### config.mk
export PLATFORM = sky130hd
export DESIGN_NAME = grid_status_mem
export DESIGN_NICKNAME = d
export VERILOG_FILES = /design/src/rtl/pb_cfg_pkg.sv /design/src/rtl/grid_dpram.sv /design/src/rtl/grid_status_mem.sv
export SDC_FILE = /design/constraint.sdc
export NUM_CORES = 1
export LEC_CHECK = 0
export BUFFER_PORTS_ARGS = -buffer_cell sky130_fd_sc_hd__buf_2
export CELL_PAD_IN_SITES_DETAIL_PLACEMENT = 0
export CELL_PAD_IN_SITES_GLOBAL_PLACEMENT = 1
export CORE_UTILIZATION = 30
export CTS_CLUSTER_SIZE = 40
export DETAILED_ROUTE_END_ITERATION = 12
export GPL_ROUTABILITY_DRIVEN = 0
export PLACE_DENSITY_LB_ADDON = 0.1
export SETUP_SLACK_MARGIN = 0.15
export SLEW_MARGIN = 25
export SYNTH_ARGS = -nofsm -noshare
export SYNTH_HDL_FRONTEND = slang
export SYNTH_HIERARCHICAL = 1
export SYNTH_SLANG_ARGS = --single-unit
### constraint.sdc
create_clock -name clk -period 15.3 [get_ports clk]
set_input_delay 0 -clock clk [delete_from_list [all_inputs] [get_ports clk]]
set_output_delay 0 -clock clk [all_outputs]
set_load 0.02 [all_outputs]
### src/rtl/pb_cfg_pkg.sv
// Shared playboard configuration: cell status codes, grid command opcodes and widths.
package pb_cfg_pkg;

    localparam int GRID_ADDR_W = 8;
    localparam int SHIP_CNT_W  = 9;

    localparam logic [1:0] GRID_STATUS_EMPTY  = 2'd0;
    localparam logic [1:0] GRID_STATUS_MYSHIP = 2'd1;
    localparam logic [1:0] GRID_STATUS_MISS   = 2'd2;
    localparam logic [1:0] GRID_STATUS_HIT    = 2'd3;

    typedef enum logic [1:0] {
        OP_PLACE = 2'd0,
        OP_SHOOT = 2'd1,
        OP_CLEAR = 2'd2,
        OP_RSVD  = 2'd3
    } grid_op_t;

endpackage

### src/rtl/grid_dpram.sv
// Dual-port cell-status RAM: registered read-first reads on both ports, writes on port B only.
module grid_dpram #(
    parameter int ADDR_W = 8,
    parameter int DATA_W = 2
) (
    input  logic              clk,
    input  logic [ADDR_W-1:0] addr_a,
    output logic [DATA_W-1:0] q_a,
    input  logic [ADDR_W-1:0] addr_b,
    input  logic              we_b,
    input  logic [DATA_W-1:0] d_b,
    output logic [DATA_W-1:0] q_b
);

    logic [DATA_W-1:0] mem [0:(1<<ADDR_W)-1];

    // No reset on the array so it maps onto RAM primitives.
    always_ff @(posedge clk) begin
        q_a <= mem[addr_a];
        q_b <= mem[addr_b];
        if (we_b) begin
            mem[addr_b] <= d_b;
        end
    end

endmodule

### src/rtl/grid_status_mem.sv
// Per-board cell-status store: display read port plus a place/shoot/clear command port.
module grid_status_mem
    import pb_cfg_pkg::*;
#(
    parameter int GRID_COLS   = 10,
    parameter int GRID_ROWS   = 10,
    parameter int CLEAR_DEPTH = 256
) (
    input  logic                   clk,
    input  logic                   rst,
    input  logic [GRID_ADDR_W-1:0] rd_addr,
    output logic [1:0]             rd_data,
    input  logic                   cmd_valid,
    output logic                   cmd_ready,
    input  logic [1:0]             cmd_op,
    input  logic [GRID_ADDR_W-1:0] cmd_addr,
    output logic                   resp_valid,
    output logic [1:0]             resp_status,
    output logic                   resp_err,
    output logic [SHIP_CNT_W-1:0]  ship_cnt,
    output logic                   busy
);

    typedef enum logic [1:0] {ST_CLEAR, ST_IDLE, ST_RD, ST_WR} state_t;

    localparam logic [GRID_ADDR_W-1:0] CLR_LAST = GRID_ADDR_W'(CLEAR_DEPTH - 1);
    localparam logic [4:0]             COLS_L   = 5'(GRID_COLS);
    localparam logic [4:0]             ROWS_L   = 5'(GRID_ROWS);

    state_t                 state;
    logic [GRID_ADDR_W-1:0] clr_ptr;
    grid_op_t               op_q;
    logic [GRID_ADDR_W-1:0] addr_q;
    logic                   force_empty;
    logic [1:0]             q_a;
    logic [1:0]             q_b;
    logic [GRID_ADDR_W-1:0] addr_b;
    logic                   we_b;
    logic [1:0]             d_b;
    logic                   on_grid;
    logic                   res_we;
    logic                   res_err;
    logic [1:0]             res_status;
    logic                   cnt_inc;
    logic                   cnt_dec;

    grid_dpram #(
        .ADDR_W (GRID_ADDR_W),
        .DATA_W (2)
    ) u_ram (
        .clk    (clk),
        .addr_a (rd_addr),
        .q_a    (q_a),
        .addr_b (addr_b),
        .we_b   (we_b),
        .d_b    (d_b),
        .q_b    (q_b)
    );

    // Forcing flag is registered alongside the read so both reach rd_data together.
    assign rd_data = force_empty ? GRID_STATUS_EMPTY : q_a;
    assign on_grid = ({1'b0, addr_q[7:4]} < COLS_L) && ({1'b0, addr_q[3:0]} < ROWS_L);

    always_comb begin
        res_we     = 1'b0;
        res_err    = 1'b1;
        res_status = GRID_STATUS_EMPTY;
        cnt_inc    = 1'b0;
        cnt_dec    = 1'b0;
        if (on_grid && op_q == OP_PLACE) begin
            res_status = q_b;
            if (q_b == GRID_STATUS_EMPTY) begin
                res_we     = 1'b1;
                res_err    = 1'b0;
                res_status = GRID_STATUS_MYSHIP;
                cnt_inc    = 1'b1;
            end
        end else if (on_grid && op_q == OP_SHOOT) begin
            res_status = q_b;
            if (q_b == GRID_STATUS_EMPTY) begin
                res_we     = 1'b1;
                res_err    = 1'b0;
                res_status = GRID_STATUS_MISS;
            end else if (q_b == GRID_STATUS_MYSHIP) begin
                res_we     = 1'b1;
                res_err    = 1'b0;
                res_status = GRID_STATUS_HIT;
                cnt_dec    = 1'b1;
            end
        end
    end

    always_comb begin
        addr_b = (state == ST_CLEAR) ? clr_ptr : addr_q;
        we_b   = (state == ST_CLEAR) || (state == ST_WR && res_we);
        d_b    = (state == ST_CLEAR) ? GRID_STATUS_EMPTY : res_status;
    end

    always_ff @(posedge clk or posedge rst) begin
        if (rst) begin
            state       <= ST_CLEAR;
            clr_ptr     <= '0;
            op_q        <= OP_PLACE;
            addr_q      <= '0;
            cmd_ready   <= 1'b0;
            busy        <= 1'b1;
            resp_valid  <= 1'b0;
            resp_status <= GRID_STATUS_EMPTY;
            resp_err    <= 1'b0;
            ship_cnt    <= '0;
            force_empty <= 1'b1;
        end else begin
            resp_valid  <= 1'b0;
            force_empty <= (state == ST_CLEAR);
            case (state)
                ST_CLEAR: begin
                    clr_ptr <= clr_ptr + 1'b1;
                    if (clr_ptr == CLR_LAST) begin
                        state     <= ST_IDLE;
                        cmd_ready <= 1'b1;
                        busy      <= 1'b0;
                    end
                end
                ST_IDLE: begin
                    if (cmd_valid && cmd_ready) begin
                        cmd_ready <= 1'b0;
                        if (grid_op_t'(cmd_op) == OP_CLEAR) begin
                            state    <= ST_CLEAR;
                            clr_ptr  <= '0;
                            ship_cnt <= '0;
                            busy     <= 1'b1;
                        end else begin
                            op_q   <= grid_op_t'(cmd_op);
                            addr_q <= cmd_addr;
                            state  <= ST_RD;
                        end
                    end
                end
                ST_RD: begin
                    state <= ST_WR;
                end
                ST_WR: begin
                    resp_valid  <= 1'b1;
                    resp_status <= res_status;
                    resp_err    <= res_err;
                    cmd_ready   <= 1'b1;
                    state       <= ST_IDLE;
                    if (cnt_inc) begin
                        ship_cnt <= ship_cnt + 1'b1;
                    end else if (cnt_dec) begin
                        ship_cnt <= ship_cnt - 1'b1;
                    end
                end
                default: state <= ST_CLEAR;
            endcase
        end
    end

endmodule

==> results of run 1 <==
[what timing repair did]
action	CTS	global route
buffers inserted	0	0
hold buffers	12	0
hold endpoints to repair	54	0
[report_power, final]
part / leakage (nW) / internal, mW / switching [mW] / total (mW)
clock network: 1.06 / 0.964 / 0.642 / 1.61
registers: 5.19 / 1.92 / 0.0584 / 1.98
logic: 4.21 / 0.826 / 1.77 / 2.60
total: 10.5 / 3.71 / 2.47 / 6.18
[Yosys cell counts, drive strengths merged, types with 10 or more instances]
library cell	n	area (um2)
mux2	24	270.3
a22oi	59	447.9
nor4	19	118.9
nor2	269	1015
nand3	49	250.2
nand4	22	137.6
dfrtp	34	850.8
clkbuf	65	247.7
mux2i	236	2362
o22ai	43	269.0
inv	16	60.05
a22o	12	105.1
a21oi	20	111.4
a211oi	20	150.1
o21ai	21	112.6
ha	15	187.7
nand2b	10	62.56
a221oi	13	113.9
nor3	45	225.2
buf	98	668.1
nand2	63	236.5
edfxtp	512	15370
nor2b	16	100.1
mux4	151	3431
a31oi	11	68.82
[area by class of cell]
type / count / area [um2] / share of cell area
sequential: 552 / 16360 / 0.5154
multi-input combinational: 1224 / 10780 / 0.3396
clock buffer: 86 / 1876 / 0.05910
tap: 1243 / 1555 / 0.04900
timing repair buffer: 106 / 800.8 / 0.02523
clock inverter: 31 / 299.0 / 0.009422
inverter: 18 / 68.82 / 0.002168
antenna: 1 / 2.502 / 0.00007885
[stage by stage]
step / cell area [um2] / utilization / hold slack (ps)
6_report: 31740 / 0.3447 / 62.35
2_1_floorplan: 28040 / - / 116.8
4_1_cts: 31730 / 0.3446 / 48.11
5_1_grt: 31730 / 0.3446 / 109.0
3_5_place_dp: 29430 / 0.3197 / 156.1
3_3_place_gp: 29360 / 0.3189 / 154.4
[registers in the layout (all words and copies together) (netlist names)]
register and cells:
state 2, clr_ptr 8, addr_q 8, u_ram/q_b 2
u_ram/q_a 2, resp_err 1, cmd_ready 1, u_ram/mem 512
resp_status 2, busy 1, resp_valid 1, ship_cnt 9
force_empty 1, op_q 2
[layout by cell type, fill, tap and decap left out, drive strengths merged, types with 18 or more instances in the layout]
cell	n
edfxtp	512
nor2	269
mux2i	236
mux4	151
buf	93
clkbuf	87
nand2	63
a22oi	59
nand3	49
nor3	45
o22ai	43
dfrtp	34
mux2	24
clkinv	24
nand4	22
o21ai	21
a211oi	20
a21oi	20
nor4	19
inv	18
[cells by family (layout without fill, tap and decap cells)]
logic type / count (synthesis) / in the layout / synth area share
adder cells (fa/ha/maj): 16 / 16 / 0.007408
buffers and inverters: 181 / 241 / 0.03512
AO/OA/AOI/OAI: 246 / 246 / 0.06431
XOR/XNOR: 8 / 8 / 0.002499
other: 0 / 1 / 0
flip-flops: 552 / 552 / 0.5834
AND/OR/NAND/NOR: 543 / 543 / 0.09099
multiplexers: 411 / 411 / 0.2163
[worst paths after layout]
kind,slack (ps),start,to,depth (start not counted)
setup / recovery,9680,state[1],u_ram/q_b[0],11
hold / removal,60,rst,resp_valid,4
setup reg to reg,9680,state[1],u_ram/q_b[0],11
hold reg to reg,480,resp_status[0],resp_status[0],1
max in group asynchronous,14870,rst,force_empty,4
min in group clk,170,cmd_addr[6],addr_q[6],3
[metal layers]
layer,vias up,track usage,wire length (um)
met3,164,0.03517,5848
met4,0,0.06294,2962
li1,7803,-,-
met5,-,0,0
met2,687,0.3487,48240
met1,9864,0.2899,44460
[critical path, stage by stage, from the launching register on]
cell and delay, ps:
dfrtp_1 420, inv_1 140, ha_1 660, mux2_8 820, buf_4 720, buf_4 850, mux4_2 670, a22o_1 220
a22oi_1 220, o2111ai_1 160, nor4_1 340, nand3_1 140
==> summary.md, run 1 <==
| Metric | Value |
|---|---|
| Mapped Nets | 1994 |
| Crit share post-route | 0.3676 |
| Mean area per synthesized cell | 14.33 um2 |
| Setup TNS | 0 ps |
| Overall Power | 6.182 mW |
| Chip Height | 307.7 um |
| CP arrival | 6090 ps |
| Gr usage total | 0.2133 |
| Synthesized cell area | 0.02804 mm2 |
| Ports | 38 |
| Clock root cell | clkbuf_16 |
| # setup viols final | 0 |
| Relative slew slack | 0.2539 |
| Vias | 18520 |
| Final #Nets | 2008 |
| Pwr Density | 194.8 mW/mm2 |
| Die footprint | 0.09469 mm2 |
| Ratio of cells with drive above 1 in the final layout | 0.1904 |
| Place WS | 9617 ps |
| Number of H-tree levels | 3 |
| Largest net degree at the start of global routing | 184 |
| Final Max Tran Viols | 0 |
| Via density | 5.679 |
| Placed Cells | 3131 |
| Worst Hold Class | input port to async pin |
| Critical path type | flip-flop to flip-flop |
| TritonCTS clock tree | done |
| Minimum clock period | 5624 ps |
| P&R area growth vs syn | 13.19% |
| Max Cap Viol | 0 |
| Initial antenna violation count | 3 |
| Clock skew | 17.36 ps |
| Vias in the first global route | 18720 |
| Post-synth EDFFs | 512 |
| Number of port buffers | 37 |
| Drt drc | 0 |
| Cells after synthesis | 1957 |
| Crit. End Element | flip-flop |
| Clock sinks | 552 |
| CTS buffer count | 69 |
| Starting DRC count in detailed routing | 1801 |
| Routed Wire Length | 101500 um |
| P_leak | 10.47 nW |
| Die Width | 307.7 um |
| Initial DRT Pass Iterations | 5 |
| Cts repair resizes | 0 |
| FILL cells | 8911 |
| Final worst slack | 9676 ps |
| Synth Flop Type | edfxtp_1 |
| # rows | 111 |
| Post-synthesis sequential area ratio | 0.5834 |
| Status | finished clean |
| Yosys Warn Count | 6 |
| Global-route wire length before repair | 143700 um |
| Routed Antenna Nets | 0 |
| Post-synthesis register bit count | 552 |
| Hpwl dp | 65560 um |
| Worst-Margin Slew | 1119 ps |
| Worst skew pair latency | 610 ps |
| Worst EP required | 15760 ps |
| Max IR drop VDD | 0.1367 mV |
| Final instance count without filler cells | 3261 |
| Crit start category | flip-flop |
| Wirelength per Cell | 31.13 um |
| Overflow after GRT | 0 |
| Clock slew at the register clock pins of the worst setup and hold paths | 50 ps |
| Max FO, Critical Path | 70 |
| Max clock buf depth | 3 |
| Yosys cell types | 87 |
| Asr flop ratio synth | 0.06522 |
| RSZ-0062 raised after global routing | no |
| Area of the core | 0.09208 mm2 |
| Highest Clock Rate | 177.8 MHz |
| Hold Vio Cnt, Final | 0 |
| Initial Util | 0.3045 |
Power figures use the tool's default switching activity.
==> inputs of run 2 (changes only) <==
==> constraint.sdc (replaced) <==
create_clock -name clk -period 5.01 [get_ports clk]
set_input_delay 0 -clock clk [delete_from_list [all_inputs] [get_ports clk]]
set_output_delay 0 -clock clk [all_outputs]
set_load 0.02 [all_outputs]
==> summary.md, run 2 (synthesis results as in run 1) <==
| Metric | Value |
|---|---|
| Routed Wire Length | 101800 um |
| Max FO, Critical Path | 69 |
| CP arrival | 4610 ps |
| Worst skew pair latency | 630 ps |
| Drt drc | 0 |
| Crit. End Element | flip-flop |
| FILL cells | 8875 |
| Final core utilization | 0.3479 |
| Global-route wire length before repair | 145000 um |
| Max Cap Viol | 0 |
| Wirelength per Cell | 30.88 um |
| Place WS | 828.4 ps |
| Routed Antenna Nets | 0 |
| Overflow after GRT | 0 |
| Minimum clock period | 4133 ps |
| Number of port buffers | 37 |
| Chip Height | 307.7 um |
| Post-CTS setup buffer count | 0 |
| Hold Vio Cnt, Final | 0 |
| Clk pwr share | 0.252 |
| Vias in the first global route | 18830 |
| Ports | 38 |
| Vias | 18430 |
| Die footprint | 0.09469 mm2 |
| TritonCTS clock tree | done |
| Gr usage total | 0.2152 |
| Most flop-heavy register | u_ram/mem |
| Number of flip-flops under the largest register name | 512 |
| Setup TNS | 0 ps |
| Max IR drop VDD | 0.4703 mV |
| Clock slew at the register clock pins of the worst setup and hold paths | 60 ps |
| Area of the core | 0.09208 mm2 |
| Largest net degree at the start of global routing | 137 |
| Fin area | 0.03203 mm2 |
| P_int | 11.41 mW |
| Net load switching power | 7.663 mW |
| Clock skew | 32.24 ps |
| # rows | 111 |
| Die Width | 307.7 um |
| Ratio of cells with drive above 1 in the final layout | 0.2020 |
| R2r worst-path depth | 9 |
| Max clock buf depth | 3 |
| Pwr Density | 595.4 mW/mm2 |
| Final worst slack | 876.9 ps |
| Via density | 5.589 |
| Largest regs | u_ram/mem (512), ship_cnt (9) |
| Part of the power in registers | 0.315 |
| Hpwl dp | 66880 um |
| Initial Util | 0.3045 |
| Overall Power | 19.07 mW |
| CTS buffer count | 67 |
| Most common cell after layout, fill and taps aside | edfxtp_1 |
| P_leak | 10.62 nW |
| Starting DRC count in detailed routing | 1835 |
| # setup viols final | 0 |
| Crit start category | flip-flop |
| Ant diodes | 0 |
| Worst Hold Class | input port to async pin |
| Final Max Tran Viols | 0 |
| Number of H-tree levels | 3 |
| Highest Clock Rate | 242.0 MHz |
| Clock root cell | clkbuf_16 |
| Critical path type | flip-flop to flip-flop |
| Comb pwr share | 0.432 |
| Commonest cells after routing, fill and taps aside | 512 x edfxtp_1, 267 x nor2_1, 236 x mux2i_1 |
| Post-place instance area | 0.02978 mm2 |
| RSZ-0062 raised after global routing | no |
| Status | finished clean |
| Initial antenna violation count | 3 |
| Crit share post-route | 0.8250 |
| Sw frac | 0.4017 |
| Relative slew slack | 0.3067 |
| Worst EP required | 5490 ps |
| P&R area growth vs syn | 14.25% |
| Initial DRT Pass Iterations | 7 |
| Clock sinks | 552 |
| Final #Nets | 2037 |
| Worst-Margin Slew | 1039 ps |
[run 2: final timing paths]
path,end,slack [ps],startpoint
max in group asynchronous,force_empty,4570,rst
setup / recovery,u_ram/q_b[0],880,state[1]
min in group clk,addr_q[0],160,cmd_addr[0]
hold reg to reg,resp_status[1],490,resp_status[1]
setup reg to reg,u_ram/q_b[0],880,state[1]
hold / removal,ship_cnt[1],40,rst
[run 2: metrics by stage]
| step | hold WS [ps] | cells |
|---|---|---|
| 2_1_floorplan | 116.8 | 1957 |
| 3_3_place_gp | 153.1 | 3161 |
| 3_5_place_dp | 159.1 | 3162 |
| 4_1_cts | 37.31 | 3297 |
| 5_1_grt | 101.4 | 3297 |
| 6_report | 40.80 | 3297 |
[run 2: layout make-up]
| cell class | count | area, um2 | share of cell area |
|---|---|---|---|
| Sequential cell | 552 | 16360 | 0.5107 |
| Clock inverter | 41 | 376.6 | 0.01176 |
| Multi-Input combinational cell | 1224 | 10770 | 0.3363 |
| Timing Repair Buffer | 137 | 1147 | 0.03582 |
| Tap cell | 1243 | 1555 | 0.04855 |
| Clock buffer | 82 | 1754 | 0.05476 |
| Inverter | 18 | 68.82 | 0.002148 |
[run 2: repair_timing]
action	CTS	global route
hold endpoints to repair	54	0
hold buffers	12	0
resized for setup	0	0
[run 2: power by group through the flow]
stage          sequential, mW  combinational [mW]  clock (mW)
6_report                 6.01                8.25        4.82
3_5_place_dp             6.10                8.31           0
5_1_grt                  6.04                8.67        5.10
3_3_place_gp             6.10                8.31           0
2_1_floorplan            6.17                5.06           0
4_1_cts                  6.01                8.35        4.95
[run 2: routing by layer]
| layer | part of all wire | GRT usage |
|---|---|---|
| met1 | 0.45 | 0.2967 |
| met2 | 0.47 | 0.3504 |
| met3 | 0.053 | 0.03104 |
| met4 | 0.026 | 0.06259 |
| met5 | 0 | 0 |
[run 2: worst max-delay path, cell delays in order (launching register included)]
cell and delay (ps):
dfrtp_1 420, inv_2 120, ha_4 310, mux2_8 750, mux4_2 640, a22o_1 220
a22oi_1 430, o2111ai_1 330, nor4_1 500, nand3_1 130
==> inputs of run 3 (changes only) <==
==> constraint.sdc (replaced) <==
create_clock -name clk -period 3.5 [get_ports clk]
set_input_delay 0 -clock clk [delete_from_list [all_inputs] [get_ports clk]]
set_output_delay 0 -clock clk [all_outputs]
set_load 0.02 [all_outputs]
==> summary.md, run 3 (synthesis results as in run 1) <==
| Metric | Value |
|---|---|
| Overall Power | 29.32 mW |
| P&R area growth vs syn | 19.28% |
| Hpwl dp | 71080 um |
| Via density | 5.590 |
| R2R Path End | u_ram/mem[170][0] |
| FILL cells | 8800 |
| Routed Antenna Nets | 0 |
| Number of H-tree levels | 3 |
| Starting DRC count in detailed routing | 1987 |
| Clock slew at the register clock pins of the worst setup and hold paths | 60 ps |
| Number of port buffers | 37 |
| Overflow after GRT | 0 |
| Chip Height | 307.7 um |
| Commonest cells after routing, fill and taps aside | 512 x edfxtp_1, 265 x nor2_1, 231 x mux2i_1 |
| Routed Wire Length | 106300 um |
| Multi-input gate area in the final layout | 0.01096 mm2 |
| P_int | 17.61 mW |
| R2r startpoint | state[1] |
| # rows | 111 |
| Comb pwr share | 0.465 |
| Ports | 38 |
| Crit. End Element | flip-flop |
| Hold Vio Cnt, Final | 0 |
| Worst skew pair latency | 620 ps |
| Status | finished clean |
| Minimum clock period | 3367 ps |
| Crit path launch | state[1] |
| Die Width | 307.7 um |
| Final Max Tran Viols | 0 |
| Net load switching power | 11.71 mW |
| Number of flip-flops under the largest register name | 512 |
| CP Buf/Inv Count | 6 |
| Most Frequent Cell on Critical Path | buf_4 |
| Pwr Density | 876.6 mW/mm2 |
| Worst setup endpoint | u_ram/mem[170][0] |
| P_leak | 11.35 nW |
| TritonCTS clock tree | done |
| Clk pwr share | 0.240 |
| Initial antenna violation count | 5 |
| Worst Hold Class | input port to async pin |
| Most flop-heavy register | u_ram/mem |
| Slowest cell on crit path | nor3_1 |
| CP top delay family | buffers and inverters |
| Critical path depth | 10 |
| Gr usage total | 0.2219 |
| Reg2Reg Setup Slack | 130 ps |
| Most common cell after layout, fill and taps aside | edfxtp_1 |
| Max FO, Critical Path | 9 |
| Highest Clock Rate | 297.0 MHz |
| Initial DRT Pass Iterations | 5 |
| Worst path cell trace | inv_2, ha_4, clkbuf_4, buf_4, mux2_2, buf_4, clkinv_1, buf_4, nand2_1, nor3_1 |
| Fin area | 0.03344 mm2 |
| CP arrival | 3640 ps |
| CTS buffer count | 68 |
| Crit start category | flip-flop |
| Critical path type | flip-flop to flip-flop |
| Sw frac | 0.3994 |
| Max IR drop VDD | 0.5601 mV |
| Global-route wire length before repair | 148700 um |
| Max Cap Viol | 0 |
| Post-place instance area | 0.03059 mm2 |
| Vias | 19150 |
| Initial Util | 0.3045 |
| Worst-Margin Slew | 780.9 ps |
| Relative slew slack | 0.4794 |
| Drt drc | 0 |
| Clock sinks | 552 |
| Clock root cell | clkbuf_16 |
| Vias in the first global route | 19400 |
| Max clock buf depth | 3 |
| Die footprint | 0.09469 mm2 |
| Crit path largest cell delay | 500 ps |
| Ratio of cells with drive above 1 in the final layout | 0.2600 |
| Final core utilization | 0.3632 |
| Wirelength per Cell | 31.05 um |
| RSZ-0062 raised after global routing | yes |
| Largest regs | u_ram/mem (512), ship_cnt (9) |
| Final instance count without filler cells | 3425 |
| # setup viols final | 0 |
| Largest net degree at the start of global routing | 127 |
| Worst EP required | 3770 ps |
| Placed Cells | 3251 |
| Crit share post-route | 0.9620 |
| Register area | 0.01636 mm2 |
| Part of the power in registers | 0.295 |
| Area of the core | 0.09208 mm2 |
| R2r worst-path depth | 10 |
| Clock skew | 16.46 ps |
| Final #Nets | 2165 |
run 3: cell count changes in the layout (fill, tap and decap cells not counted), moves of 4 or more:
| cell | previous run | this run |
|---|---|---|
| buf_12 | 13 | 24 |
| nor3_2 | 0 | 7 |
| nand3_2 | 1 | 5 |
| mux2i_1 | 236 | 231 |
| clkbuf_16 | 68 | 73 |
| nor3_1 | 43 | 36 |
| nand3_1 | 48 | 44 |
| buf_4 | 74 | 174 |
| clkbuf_1 | 14 | 9 |
| dlygate4sd3_1 | 12 | 17 |
run 3: repair_timing:
action                                  in CTS  in global routing
cloned                                       1                  3
endpoints found under the hold margin       54                  0
hold buffers                                17                  0
endpoints found under the setup margin       4                 84
pin swaps                                    1                  4
setup buffers                                4                 25
resized for setup                            3                 34
run 3: stage by stage:
| step | setup TNS, ps | hold slack, ps | setup slack, ps |
|---|---|---|---|
| 4_1_cts | 0 | 48.24 | 116.1 |
| 5_1_grt | 0 | 128.4 | 28.72 |
| 3_5_place_dp | -84.29 | 156.0 | -84.29 |
| 6_report | 0 | 55.84 | 133.1 |
| 2_1_floorplan | -739730 | 116.8 | -1445 |
| 3_3_place_gp | -23.09 | 154.2 | -23.09 |
run 3: how the worst min path moves through the flow:
stage / startpoint / to / slack, ps / cells after the start
after floorplan: cmd_op[0] / op_q[0] / 120 / 2
after global placement: rst / ship_cnt[3] / 150 / 3
after detailed placement: rst / ship_cnt[3] / 160 / 3
after CTS: rst / ship_cnt[3] / 50 / 4
after global routing: rst / ship_cnt[0] / 130 / 4
final: rst / ship_cnt[7] / 60 / 4
run 3: layer usage:
metal | up-vias | global-route usage | wire length [um]
met5 | - | 0 | 0
met4 | 0 | 0.05380 | 2493
met2 | 706 | 0.3548 | 49300
met1 | 10170 | 0.3129 | 47630
met3 | 136 | 0.03613 | 6906
li1 | 8139 | - | -
run 3: tightest hold or removal path, delay by kind of cell:
family                 cells  cell delay [ps]
buffers and inverters      4             1120
run 3: final cells by class:
class,instances,share of cell area
repair buffers,261,0.06888
clock inverters,40,0.009989
multi-input cells,1227,0.3277
inverters,18,0.002058
clock buffers,83,0.05571
well taps,1243,0.04650
diodes,1,0.00007483
flip-flops and latches,552,0.4891
run 3: power groups by stage:
stage | registers [mW] | clock network [mW] | logic [mW]
after global placement | 8.75 | 0 | 12.7
after floorplan | 8.84 | 0 | 7.24
after global routing | 8.69 | 7.38 | 14.3
after detailed placement | 8.76 | 0 | 12.7
after CTS | 8.65 | 7.17 | 12.9
final | 8.66 | 7.02 | 13.6
